`src/rtl/uart_tx_sequencer.sv`:
```
// UART transmit sequencer: latches a byte plus framing configuration, forms the
// parity / 9th / 10th bits and serialises an 11-bit frame (start, d0..d6, bit9,
// bit10, stop) on tx at a programmable number of clocks per bit.
// Optional feature macro: UART_TX_HOLD_REG_EN adds a one-entry holding register
// in front of the shifter so back-to-back frames run with no idle gap.
module uart_tx_sequencer #(
    parameter int BAUD_W  = 20,
    parameter int FRAME_W = 11
) (
    input  logic              clk,
    input  logic              reset,
    input  logic              load,
    input  logic [7:0]        data,
    input  logic              eight,
    input  logic              pen,
    input  logic              ohel,
    input  logic [BAUD_W-1:0] baud_div,
    output logic              tx,
    output logic              txrdy
);

    typedef enum logic [0:0] {
        ST_IDLE  = 1'b0,
        ST_SHIFT = 1'b1
    } state_t;

    localparam logic [BAUD_W-1:0] DIV_ONE  = {{(BAUD_W-1){1'b0}}, 1'b1};
    localparam logic [BAUD_W-1:0] DIV_ZERO = {BAUD_W{1'b0}};
    localparam logic [3:0]        LAST_BIT = 4'(FRAME_W - 1);

    // Even parity over the active data bits (7 or 8).
    function automatic logic even_parity(input logic [7:0] d, input logic eight_bits);
        logic p;
        if (eight_bits) begin
            p = ^d[7:0];
        end else begin
            p = ^d[6:0];
        end
        return p;
    endfunction

    // Full frame image as loaded into the shifter; bit 0 leaves first.
    function automatic logic [10:0] build_frame(input logic [7:0] d, input logic eight_bits,
                                                input logic par_en, input logic odd);
        logic       ep;
        logic       op;
        logic [1:0] b10_b9;
        ep = even_parity(d, eight_bits);
        op = ~ep;
        case ({eight_bits, par_en, odd})
            3'b000, 3'b001: b10_b9 = 2'b11;
            3'b010:         b10_b9 = {1'b1, ep};
            3'b011:         b10_b9 = {1'b1, op};
            3'b100, 3'b101: b10_b9 = {1'b1, d[7]};
            3'b110:         b10_b9 = {ep, d[7]};
            3'b111:         b10_b9 = {op, d[7]};
            default:        b10_b9 = 2'b11;
        endcase
        return {1'b1, b10_b9, d[6:0], 1'b0};
    endfunction

    state_t              state_r, state_nxt;
    logic [FRAME_W-1:0]  sr_r, sr_nxt;
    logic [BAUD_W-1:0]   baud_cnt_r, baud_cnt_nxt;
    logic [3:0]          bit_cnt_r, bit_cnt_nxt;
    logic [BAUD_W-1:0]   div_r, div_nxt;
    logic                txrdy_r, txrdy_nxt;

    logic [FRAME_W-1:0]  frame_in_s;
    logic [BAUD_W-1:0]   div_in_s;
    logic                term_s;
    logic                last_s;

`ifdef UART_TX_HOLD_REG_EN
    logic [FRAME_W-1:0]  hold_frame_r, hold_frame_nxt;
    logic [BAUD_W-1:0]   hold_div_r, hold_div_nxt;
    logic                hold_valid_r, hold_valid_nxt;
`endif

    assign frame_in_s = build_frame(data, eight, pen, ohel);
    assign div_in_s   = (baud_div == DIV_ZERO) ? DIV_ONE : baud_div;
    assign term_s     = (baud_cnt_r == (div_r - DIV_ONE));
    assign last_s     = term_s && (bit_cnt_r == LAST_BIT);

    // Next-state, shifter, counters and ready flag.
    always_comb begin
        state_nxt    = state_r;
        sr_nxt       = sr_r;
        baud_cnt_nxt = baud_cnt_r;
        bit_cnt_nxt  = bit_cnt_r;
        div_nxt      = div_r;
        txrdy_nxt    = txrdy_r;
`ifdef UART_TX_HOLD_REG_EN
        hold_frame_nxt = hold_frame_r;
        hold_div_nxt   = hold_div_r;
        hold_valid_nxt = hold_valid_r;
`endif
        case (state_r)
            ST_IDLE: begin
                if (load && txrdy_r) begin
                    state_nxt    = ST_SHIFT;
                    sr_nxt       = frame_in_s;
                    baud_cnt_nxt = DIV_ZERO;
                    bit_cnt_nxt  = 4'd0;
                    div_nxt      = div_in_s;
`ifdef UART_TX_HOLD_REG_EN
                    // Holding register stays empty, so the CPU may queue another byte.
                    txrdy_nxt    = 1'b1;
`else
                    txrdy_nxt    = 1'b0;
`endif
                end else begin
                    state_nxt = ST_IDLE;
                end
            end
            ST_SHIFT: begin
                if (term_s) begin
                    sr_nxt       = {1'b1, sr_r[FRAME_W-1:1]};
                    bit_cnt_nxt  = bit_cnt_r + 4'd1;
                    baud_cnt_nxt = DIV_ZERO;
                    if (last_s) begin
`ifdef UART_TX_HOLD_REG_EN
                        if (hold_valid_r) begin
                            // Queued frame starts on the edge the stop bit ends.
                            sr_nxt         = hold_frame_r;
                            div_nxt        = hold_div_r;
                            bit_cnt_nxt    = 4'd0;
                            hold_valid_nxt = 1'b0;
                            txrdy_nxt      = 1'b1;
                        end else if (load) begin
                            sr_nxt      = frame_in_s;
                            div_nxt     = div_in_s;
                            bit_cnt_nxt = 4'd0;
                            txrdy_nxt   = 1'b1;
                        end else begin
                            state_nxt = ST_IDLE;
                            txrdy_nxt = 1'b1;
                        end
`else
                        state_nxt = ST_IDLE;
                        txrdy_nxt = 1'b1;
`endif
                    end else begin
                        state_nxt = ST_SHIFT;
                    end
                end else begin
                    baud_cnt_nxt = baud_cnt_r + DIV_ONE;
                end
`ifdef UART_TX_HOLD_REG_EN
                // Capture a byte into the empty holding register mid-frame.
                if (load && !hold_valid_r && !last_s) begin
                    hold_frame_nxt = frame_in_s;
                    hold_div_nxt   = div_in_s;
                    hold_valid_nxt = 1'b1;
                    txrdy_nxt      = 1'b0;
                end else begin
                    hold_valid_nxt = hold_valid_nxt;
                end
`endif
            end
            default: begin
                state_nxt    = ST_IDLE;
                sr_nxt       = {FRAME_W{1'b1}};
                baud_cnt_nxt = DIV_ZERO;
                bit_cnt_nxt  = 4'd0;
                txrdy_nxt    = 1'b1;
            end
        endcase
    end

    // State and datapath registers with synchronous reset.
    always_ff @(posedge clk) begin
        if (reset) begin
            state_r    <= ST_IDLE;
            sr_r       <= {FRAME_W{1'b1}};
            baud_cnt_r <= DIV_ZERO;
            bit_cnt_r  <= 4'd0;
            div_r      <= DIV_ONE;
            txrdy_r    <= 1'b1;
`ifdef UART_TX_HOLD_REG_EN
            hold_frame_r <= {FRAME_W{1'b1}};
            hold_div_r   <= DIV_ONE;
            hold_valid_r <= 1'b0;
`endif
        end else begin
            state_r    <= state_nxt;
            sr_r       <= sr_nxt;
            baud_cnt_r <= baud_cnt_nxt;
            bit_cnt_r  <= bit_cnt_nxt;
            div_r      <= div_nxt;
            txrdy_r    <= txrdy_nxt;
`ifdef UART_TX_HOLD_REG_EN
            hold_frame_r <= hold_frame_nxt;
            hold_div_r   <= hold_div_nxt;
            hold_valid_r <= hold_valid_nxt;
`endif
        end
    end

    assign tx    = sr_r[0];
    assign txrdy = txrdy_r;

endmodule

```
`config.mk`:
```
export PLATFORM = sky130hd
export DESIGN_NAME = uart_tx_sequencer
export DESIGN_NICKNAME = d
export VERILOG_FILES = /design/src/rtl/uart_tx_sequencer.sv
export SDC_FILE = /design/constraint.sdc
export NUM_CORES = 1
export LEC_CHECK = 0
export ABC_AREA = 1
export ABC_CLOCK_PERIOD_IN_PS = 2800
export CAP_MARGIN = 20
export CORE_MARGIN = 4
export CORE_UTILIZATION = 30
export CTS_CLUSTER_DIAMETER = 200
export DETAILED_ROUTE_END_ITERATION = 8
export GPL_TIMING_DRIVEN = 0
export SYNTH_ARGS = -nofsm -noshare
export SYNTH_HDL_FRONTEND = slang
export SYNTH_SLANG_ARGS = --single-unit
```
`constraint.sdc`:
```
create_clock -name clk -period 2.8 [get_ports clk]
set_input_delay 0.28 -clock clk [delete_from_list [all_inputs] [get_ports clk]]
set_output_delay 0.28 -clock clk [all_outputs]
set_load 0.005 [all_outputs]
```
Word level (Yosys, flattened, before mapping)

Cells that the tools add are included.

Register bits after elaboration: 57
Bits in read-only memories: 0
Bits in writable memories: 0
Input port bits: 34
Memories kept: 0
Word-level logic and storage cells: 54
Bits in latches: 0
Output and inout port bits: 2

Multiplexer cells: 20
$add $sub $neg: 3
Reductions and logical operators: 11
Bitwise gates (word level): 2
Shift operators: 0
Magnitude comparators: 0
Multipliers: 0
Div/mod/pow operators: 0
Equal/unequal tests: 12

Operators by type and width:

| kind                    | number |
|---|---|
| $mux W20                | 3 |
| $pmux W20 S2            | 1 |
| $mux W11                | 2 |
| $pmux W11 S2            | 1 |
| $add A20 B1 Y20 const B | 1 |
| $eq A20 B20 Y1          | 1 |
| $logic_not A20 Y1       | 1 |
| $sub A20 B1 Y20 const B | 1 |
| $eq A3 B3 Y1 const B    | 4 |
| $pmux W2 S6             | 1 |
| $mux W4                 | 2 |
| $pmux W4 S2             | 1 |
| $reduce_xor A8 Y1       | 1 |
| $mux W1                 | 7 |
| $reduce_xor A7 Y1       | 1 |
| $eq A3 B2 Y1 const B    | 2 |
| $add A4 B1 Y4 const B   | 1 |
| $eq A4 B4 Y1 const B    | 1 |
| $ne A2 B1 Y1 const B    | 2 |
| $pmux W1 S2             | 2 |
| $reduce_and A2 Y1       | 2 |
| $reduce_or A2 Y1        | 2 |
| $eq A3 B1 Y1 const B    | 1 |
| $logic_not A3 Y1        | 1 |
| 4 further kinds         | 6 |

Depth between registers and ports, before layout

Gate-level depths: netlist of run 1.

Word-level depth: 6
Depth in mapped cells: 17
Depth with buffers taken out: 17

Worst setup path before layout of run 1

No wires, ideal clock.

Path kind: register to register
Start point: reg div_r[0]
End point: reg baud_cnt_r[11]
Clock period less this slack: 1.995 ns
Setup time: 0.132 ns
Setup slack: 0.805 ns
Arrival time: 1.862 ns
Stages on the path, launching flop included: 15
Buffers on the path: 1
Path through: dfxtp_1 > inv_1 > ha_1 > nand2_1 > nor2_1 > nand3_1 > inv_1 > nand4_1 > nand2_1 > nand3_1 > nor2_1 > nand2_4 > buf_6 > nand3_1 > a21oi_1

Word-level cells in the longest chain between the ends: 4

RTL lines:

| what                   | RTL line | source |
|---|---|---|
| from (decl)            | 66       | `logic [BAUD_W-1:0] div_r, div_nxt;` |
| from (signal assigned) | 190      | `div_r <= div_nxt;` |
| $sub A20 B1 Y20        | 82       | `assign term_s = (baud_cnt_r == (div_r - DIV_ONE));` |
| $eq A20 B20 Y1         | 82       |  |
| $mux W20               | 117      | `if (term_s) begin` |
| $pmux W20 S2           | 98       | `case (state_r)` |
| to (signal assigned)   | 188      | `baud_cnt_r <= baud_cnt_nxt;` |
| to (decl)              | 64       | `logic [BAUD_W-1:0] baud_cnt_r, baud_cnt_nxt;` |

No other way between the ends.
A chain may end at the register's enable or synchronous reset.

Worst setup path in the final report of run 1

Start point: reg div_r[0]
End point: reg baud_cnt_r[10]

The elaborated chain is that of the path after synthesis.

==> reports/results.md, run 1 <==
- **outcome** finished, final reports clean
- **Clk Latency, worst-skew pair** 0.30 ns
- **Hold WS** 0.386 ns
- **Slowest Stage Delay on Critical Path** 0.32 ns
- **share of total power in the clock network** 31.5%
- **leak pwr** 2.13 nW
- **Ys Warns** 0
- **TritonCTS clock tree** done
- **row cnt** 41
- **Critical Setup Path Class** flop to flop
- **Post-CTS Hold Buffers** 0
- **total of cells resized after clock tree synthesis** 0
- **Final WS setup** 0.286 ns
- **via count of the first global-routing pass** 3874
- **violation count after the first detailed-route iteration** 209
- **most common library cells after synthesis** sky130_fd_sc_hd__nand2_1 (168), sky130_fd_sc_hd__nand3_1 (104), sky130_fd_sc_hd__inv_1 (77)
- **final max-slew violation count** 0
- **net total in the final layout** 714
- **share of post-route cells with drive strength above 1** 5.17%
- **post-synthesis to final-layout area growth** 18.5%
- **initial antenna violation count** 0
- **diodes inserted** 0
- **Cell Int Power** 1.52 mW
- **worst setup path end** baud_cnt_r[10]
- **critical path data arrival time** 2.68 ns
- **Register-to-Register Setup Slack** 0.29 ns
- **worst hold path class** input port to flop
- **register area share after synthesis** 28.5%
- **net switching power figure** 783 µW
- **final period demand of the worst path** 2.51 ns
- **synthesized instance count** 635
- **setup tns final** 0 ns
- **most prevalent standard cell on the critical path** sky130_fd_sc_hd__nand3_1
- **routability-driven placement congestion ratio** 0.915
- **worst-case clock skew** 0.00585 ns
- **clock root buffer** sky130_fd_sc_hd__clkbuf_16
- **fraction of power consumed by combinational cells** 29.8%
- **number of max-cap violations** 0
- **Remaining DRCs** 0
- **number of optimization iterations in the first detailed-route pass** 5
- **WP data required** 2.97 ns
- **postcts setup bufs** 0
- **upper clock frequency limit** 0.398 GHz
- **switching share of power** 34.0%
- **CP endpoint kind** flop
- **IO Port Bufs** 34
- **synth top area cells** sky130_fd_sc_hd__dfxtp_1 (29%), sky130_fd_sc_hd__nand2_1 (16%), sky130_fd_sc_hd__nand3_1 (13%)
- **DRT antenna net count** 0
- **Synth cell types** 33
- **WL per Instance** 12.6 µm
- **total buffers and inverters traversed by the critical path** 3
- **Final Routed Wirelength** 10700 µm
- **Place WS** 0.220 ns
- **most used flip-flop cell after synthesis** sky130_fd_sc_hd__dfxtp_1
- **fraction of synthesized cell area taken by the top area cell type** 28.5%
- **pin count of the biggest net entering global routing** 18
- **global-route wire length before repair** 18100 µm
- **final global-route overflow total** 0
- **Die Wd** 122 µm
- **Critical Path Source** div_r[0]
- **number of synthesized register bits** 56
- **ordered list of cells on the worst path** inv_1 -> ha_1 -> nand2_1 -> nor2_2 -> nand3_1 -> inv_1 -> nand4_1 -> nand2_1 -> nand3_1 -> nor2_1 -> nand2_4 -> buf_6 -> nand3_1 -> a21oi_1
- **Worst path slowest cell** sky130_fd_sc_hd__dfxtp_1
- **r2r worst-path depth** 14
- **final worst path period share** 89.8%
- **Hold Fails Final Rpt** 0
- **Setup violations, final** 0
- **most frequently used cell type in the post-synthesis netlist** sky130_fd_sc_hd__nand2_1
- **number of enable-type register cells in the synthesized netlist** 0
- **Tot GR Track Use** 14.8%
- **RSZ-0062 raised after global routing** false
- **Synth area leader** sky130_fd_sc_hd__dfxtp_1
- **areal power density over the cells** 495 mW/mm²
- **Num CTS Buffers** 5
- **reg-to-reg critical path startpoint** div_r[0]
- **mean area per synthesized cell** 6.19 µm²
- **count of vias placed by the detailed router** 3999
- **path length in cells of the critical path** 14
- **maximum fanout along the worst path** 10
- **number of top-level pins** 36
- **Clock Pin Slew Worst Setup and Hold Paths** 0.07 ns
- **area of the die** 0.0150 mm²
- **count of clock tree sinks** 56
- **proportion of power drawn by flip-flops and latches** 38.7%
- **starting density of the core** 30.9%
- **level count of the clock H-tree** 2
- **netlist area before placement** 0.00393 mm²
- **share of synthesized registers carrying an async set or reset** 0%
- **Critical Path Source Type** flop
- **Mapped Nets** 673
- **actual transition at the worst max-transition pin** 0.770 ns
- **worst slew slack as a fraction of its limit** 48.5%
- **CTS Buffer Depth** 2
- **crit-path leading delay family** simple AND/OR/NAND/NOR gates
- **Max IR drop VDD** 0.247 mV
- **Worst R2R End** baud_cnt_r[10]
- **die height** 122 µm
- **total half-perimeter wirelength after legalization and detailed placement** 8580 µm
- **number of vias per cell after detailed routing** 4.71
- **Core ar.** 0.0127 mm²
==> how the worst min path moves through the flow <==
stage / slack (ns) / startpoint / cells past startpoint / endpoint
4_1_cts: 0.40 / reset / 2 / baud_cnt_r[3]
2_1_floorplan: 0.42 / baud_div[19] / 2 / div_r[19]
3_3_place_gp: 0.46 / div_r[19] / 2 / div_r[19]
3_5_place_dp: 0.46 / div_r[19] / 2 / div_r[19]
6_report: 0.39 / reset / 2 / baud_cnt_r[3]
5_1_grt: 0.43 / reset / 2 / baud_cnt_r[3]
==> power by group through the flow <==
stage / combinational (mW) / clock, mW / sequential [mW]
detailed placement: 0.689 / 0 / 0.911
floorplan: 0.492 / 0 / 0.900
CTS: 0.693 / 0.739 / 0.892
finish: 0.687 / 0.727 / 0.892
global route: 0.789 / 0.769 / 0.900
global placement: 0.688 / 0 / 0.911
==> sequential cells by signal, summed over array words and instances, names as in the netlist <==
register,count
baud_cnt_r,20
bit_cnt_r,4
div_r,20
sr_r,10
state_r,1
txrdy,1
==> final cells by class <==
cell class                 count  area [µm²]
buffer                        21         114
clock buffer                   5         125
clock inverter                 3        42.5
fill                        1434        8070
inverter                      78         293
multi-input combinational    480        2400
sequential                    56        1120
tap                          172         215
timing repair buffer          34         340
==> cell families after synthesis <==
group	count (synthesis)	share of synthesized area [%]
and+or+nand+nor	384	44.2
buffers and inverters	99	10.3
DFF	56	28.5
adders and majority gates	4	1.27
AOI/OAI and AO/OA	55	7.42
xor gates and xnor gates	37	8.25
==> per-layer routing <==
metal  global-route usage [%]  vias up  wire length, µm
li1                         -     2138                -
met1                     19.0     1788             5000
met2                     25.9       60             5160
met3                     1.57       13              252
met4                     5.11        0              261
met5                        0        -                0
==> cell usage in the layout, fill, tap and decap left out <==
master                              n
sky130_fd_sc_hd__ha_1               4
sky130_fd_sc_hd__nor2_1            57
sky130_fd_sc_hd__clkdlybuf4s50_1   34
sky130_fd_sc_hd__nor4_1             3
sky130_fd_sc_hd__a22oi_1            1
sky130_fd_sc_hd__nand2b_1           1
sky130_fd_sc_hd__nand3_1          104
sky130_fd_sc_hd__o22ai_1            2
sky130_fd_sc_hd__o211ai_1           1
sky130_fd_sc_hd__o21ai_2            1
sky130_fd_sc_hd__xnor2_1           11
sky130_fd_sc_hd__nor2_2             7
sky130_fd_sc_hd__a21oi_1           27
sky130_fd_sc_hd__o21ai_0           20
sky130_fd_sc_hd__dfxtp_1           56
sky130_fd_sc_hd__clkbuf_1          10
sky130_fd_sc_hd__nand2_2            3
sky130_fd_sc_hd__buf_6              4
sky130_fd_sc_hd__nand4_1           17
sky130_fd_sc_hd__nand3_2            2
sky130_fd_sc_hd__nor3_1             9
sky130_fd_sc_hd__clkinv_1           1
sky130_fd_sc_hd__clkinv_2           1
sky130_fd_sc_hd__nand2_4            1
sky130_fd_sc_hd__clkbuf_16          5
sky130_fd_sc_hd__nand2_1          168
sky130_fd_sc_hd__clkinvlp_4         1
sky130_fd_sc_hd__nand3b_2           1
sky130_fd_sc_hd__nand3b_1           7
sky130_fd_sc_hd__a31oi_1            2
sky130_fd_sc_hd__o21bai_1           1
sky130_fd_sc_hd__or2_2              1
sky130_fd_sc_hd__buf_1              3
sky130_fd_sc_hd__nor2_4             3
sky130_fd_sc_hd__buf_2              4
sky130_fd_sc_hd__inv_1             77
sky130_fd_sc_hd__xor2_1            26
sky130_fd_sc_hd__bufinv_16          1
==> per-stage QoR <==
stage / area [µm²] / utilization [%] / total power [mW] / instances
5_1_grt: 4660 / 36.6 / 2.46 / 849
6_report: 4660 / 36.6 / 2.31 / 849
2_1_floorplan: 3930 / - / 1.39 / 635
3_3_place_gp: 4490 / 35.3 / 1.60 / 841
3_5_place_dp: 4490 / 35.3 / 1.60 / 841
4_1_cts: 4650 / 36.6 / 2.32 / 849
Note: power is estimated with default switching activity, not from simulation.
==> run 2: changes to the inputs <==
Settings changed: GPL_ROUTABILITY_DRIVEN set to 0.
==> results of run 2 <==
No change in the layout: final DEF, timing and power equal those of run 1.
==> run 3: changes to the inputs <==
Settings changed: CELL_PAD_IN_SITES_DETAIL_PLACEMENT set to 0, CELL_PAD_IN_SITES_GLOBAL_PLACEMENT set to 1, PLACE_DENSITY_LB_ADDON set to 0.1.
==> run 3 against run 2 <==
Effect of this change: final cell count is the same; sequential power is essentially flat; clock skew hardly changed; highest routed layer unchanged; non-clock buffer count is the same; total power down 3.1%; combinational power is 2% higher.
==> reports/results.md, run 3 (same netlist as run 1, synthesis figures left out) <==
- **via count of the first global-routing pass** 3743, -3.4%
- **final period demand of the worst path** 2.51 ns, -0.00531 ns
- **WL per Instance** 13.4 µm, +6.7%
- **row cnt** 41, unchanged
- **post-layout instance area** 0.00464 mm², -0.38%
- **Final Routed Wirelength** 11400 µm, +6.7%
- **area of the die** 0.0150 mm², unchanged
- **areal power density over the cells** 482 mW/mm², -2.7%
- **Placed Instance Area** 0.00449 mm², unchanged
- **CP endpoint kind** flop
- **leak pwr** 2.12 nW, -0.64%
- **Clock Pin Slew Worst Setup and Hold Paths** 0.08 ns, about the same
- **Die Wd** 122 µm, unchanged
- **Critical Path Source Type** flop
- **Tot GR Track Use** 15.6%, +0.79 points
- **upper clock frequency limit** 0.399 GHz, +0.21%
- **Post-CTS Hold Buffers** 0, unchanged
- **Place WS** 0.0963 ns, -0.124 ns
- **post-synthesis to final-layout area growth** 18.0%
- **pin count of the biggest net entering global routing** 18, unchanged
- **actual transition at the worst max-transition pin** 0.977 ns, +0.208 ns
- **number of vias per cell after detailed routing** 4.76, +1.1%
- **final global-route overflow total** 0, unchanged
- **net switching power figure** 798 µW, +1.8%
- **fraction of power consumed by combinational cells** 31.4%, +1.6 points
- **final worst path period share** 89.6%, -0.19 points
- **Max IR drop VDD** 0.200 mV, -19%
- **CTS Buffer Depth** 2, unchanged
- **Worst R2R End** baud_cnt_r[13]
- **Hold Fails Final Rpt** 0, unchanged
- **Remaining DRCs** 0, unchanged
- **r2r worst-path depth** 14, unchanged
- **count of clock tree sinks** 56, unchanged
- **number of top-level pins** 36, unchanged
- **worst-case clock skew** 0.00618 ns, +0.000333 ns
- **critical path data arrival time** 2.67 ns, about the same
- **total half-perimeter wirelength after legalization and detailed placement** 9000 µm, +5.0%
- **TritonCTS clock tree** done
- **DRT antenna net count** 0, unchanged
- **IO Port Bufs** 34, unchanged
- **switching share of power** 35.7%, +1.7 points
- **number of max-cap violations** 0, unchanged
- **net total in the final layout** 714, unchanged
- **maximum fanout along the worst path** 10, unchanged
- **die height** 122 µm, unchanged
- **reg-to-reg critical path startpoint** div_r[0]
- **share of post-route cells with drive strength above 1** 5.32%, +0.15 points
- **Final WS setup** 0.291 ns, +0.00531 ns
- **Core ar.** 0.0127 mm², unchanged
- **setup tns final** 0 ns, unchanged
- **global-route wire length before repair** 18700 µm, +3.4%
- **Critical Setup Path Class** flop to flop
- **number of optimization iterations in the first detailed-route pass** 5, unchanged
- **worst setup path end** baud_cnt_r[13]
- **RSZ-0062 raised after global routing** false
- **Clk Latency, worst-skew pair** 0.30 ns, about the same
- **worst hold path class** input port to flop
- **post-route non-filler standard cell count** 849, unchanged
- **Num CTS Buffers** 5, unchanged
- **Cell Count Post-Placement** 841, unchanged
- **most frequent standard cell in the layout excluding fill and tap cells** sky130_fd_sc_hd__nand2_1
- **diodes inserted** 0, unchanged
- **starting density of the core** 30.9%, unchanged
- **Cell Int Power** 1.44 mW, -5.6%
- **Register-to-Register Setup Slack** 0.29 ns, about the same
- **number of filler cells placed in the layout** 1466, +2.2%
- **proportion of power drawn by flip-flops and latches** 39.9%, +1.2 points
- **level count of the clock H-tree** 2, unchanged
- **outcome** finished, final reports clean
- **Top Registers** baud_cnt_r x20, div_r x20, sr_r x10
- **clock root buffer** sky130_fd_sc_hd__clkbuf_16
- **final max-slew violation count** 0, unchanged
- **Setup violations, final** 0, unchanged
- **Final Power** 2.23 mW, -3.1%
- **Critical Path Source** div_r[0]
- **WP data required** 2.97 ns, about the same
- **leading cell types in the layout, fill and taps excluded** sky130_fd_sc_hd__nand2_1 (168), sky130_fd_sc_hd__nand3_1 (104), sky130_fd_sc_hd__inv_1 (77)
- **initial antenna violation count** 0, unchanged
- **share of total power in the clock network** 28.7%, -2.8 points
- **count of vias placed by the detailed router** 4041, +1.1%
- **worst slew slack as a fraction of its limit** 34.6%, -14 points
- **violation count after the first detailed-route iteration** 245, +17%
==> run 3: changes by cell type in the layout (fill, tap and decap cells not counted), sizes merged <==
cell / previous run / this run
bufinv: 1 / 0
clkbuf: 15 / 16
==> run 3: worst min-delay path by stage <==
stage | start | end | slack (ns) | depth (start not counted)
final | reset | baud_cnt_r[2] | 0.34 | 2
after global routing | reset | baud_cnt_r[2] | 0.39 | 2
after CTS | reset | baud_cnt_r[2] | 0.32 | 2
after detailed placement | div_r[19] | div_r[19] | 0.46 | 2
after global placement | div_r[19] | div_r[19] | 0.45 | 2
after floorplan | baud_div[19] | div_r[19] | 0.42 | 2
==> run 3: final cells by class <==
type	count	area [µm²]	area share, %
Inverter	78	293	6.31
Tap cell	172	215	4.64
Sequential cell	56	1120	24.2
Clock buffer	6	129	2.78
Timing Repair Buffer	34	340	7.34
Clock inverter	2	16.3	0.351
Multi-Input combinational cell	480	2410	52.0
Buffer	21	114	2.45
==> run 3: per-stage QoR <==
step | util, % | hold WS (ns)
2_1_floorplan | - | 0.418
3_3_place_gp | 35.3 | 0.451
3_5_place_dp | 35.3 | 0.457
4_1_cts | 36.4 | 0.322
5_1_grt | 36.5 | 0.385
6_report | 36.5 | 0.336
==> run 3: metal layers <==
layer | GRT usage [%] | vias up | wire, µm | part of all wire, %
li1 | - | 2140 | - | -
met1 | 22.1 | 1828 | 5640 | 50
met2 | 25.4 | 64 | 5190 | 46
met3 | 2.26 | 9 | 453 | 4.0
met4 | 2.94 | 0 | 108 | 0.95
met5 | 0 | - | 0 | 0
==> run 3: power by group through the flow <==
stage               Clock, mW  Combinational, mW  Sequential (mW)
floorplan                   0              0.492            0.900
global placement            0              0.700            0.910
detailed placement          0              0.700            0.911
CTS                     0.668              0.703            0.892
global route            0.697              0.793            0.900
finish                  0.641              0.702            0.892
==> run 3: critical path, stage by stage (launching register included) <==
cell and delay (ns):
sky130_fd_sc_hd__dfxtp_1 0.32, sky130_fd_sc_hd__inv_1 0.17, sky130_fd_sc_hd__ha_2 0.27, sky130_fd_sc_hd__nand2_1 0.11, sky130_fd_sc_hd__nor2_2 0.18, sky130_fd_sc_hd__nand3_1 0.16, sky130_fd_sc_hd__inv_1 0.16, sky130_fd_sc_hd__nand4_1 0.09
sky130_fd_sc_hd__nand2_1 0.13, sky130_fd_sc_hd__nand3_1 0.11, sky130_fd_sc_hd__nor2_2 0.22, sky130_fd_sc_hd__nand2_4 0.14, sky130_fd_sc_hd__buf_6 0.17, sky130_fd_sc_hd__nand3_1 0.07, sky130_fd_sc_hd__a21oi_1 0.07
==> run 3: timing repair <==
action                     in CTS  in global routing
resized for setup               0                  3
setup endpoints to repair       0                 32
buffers inserted                0                  0
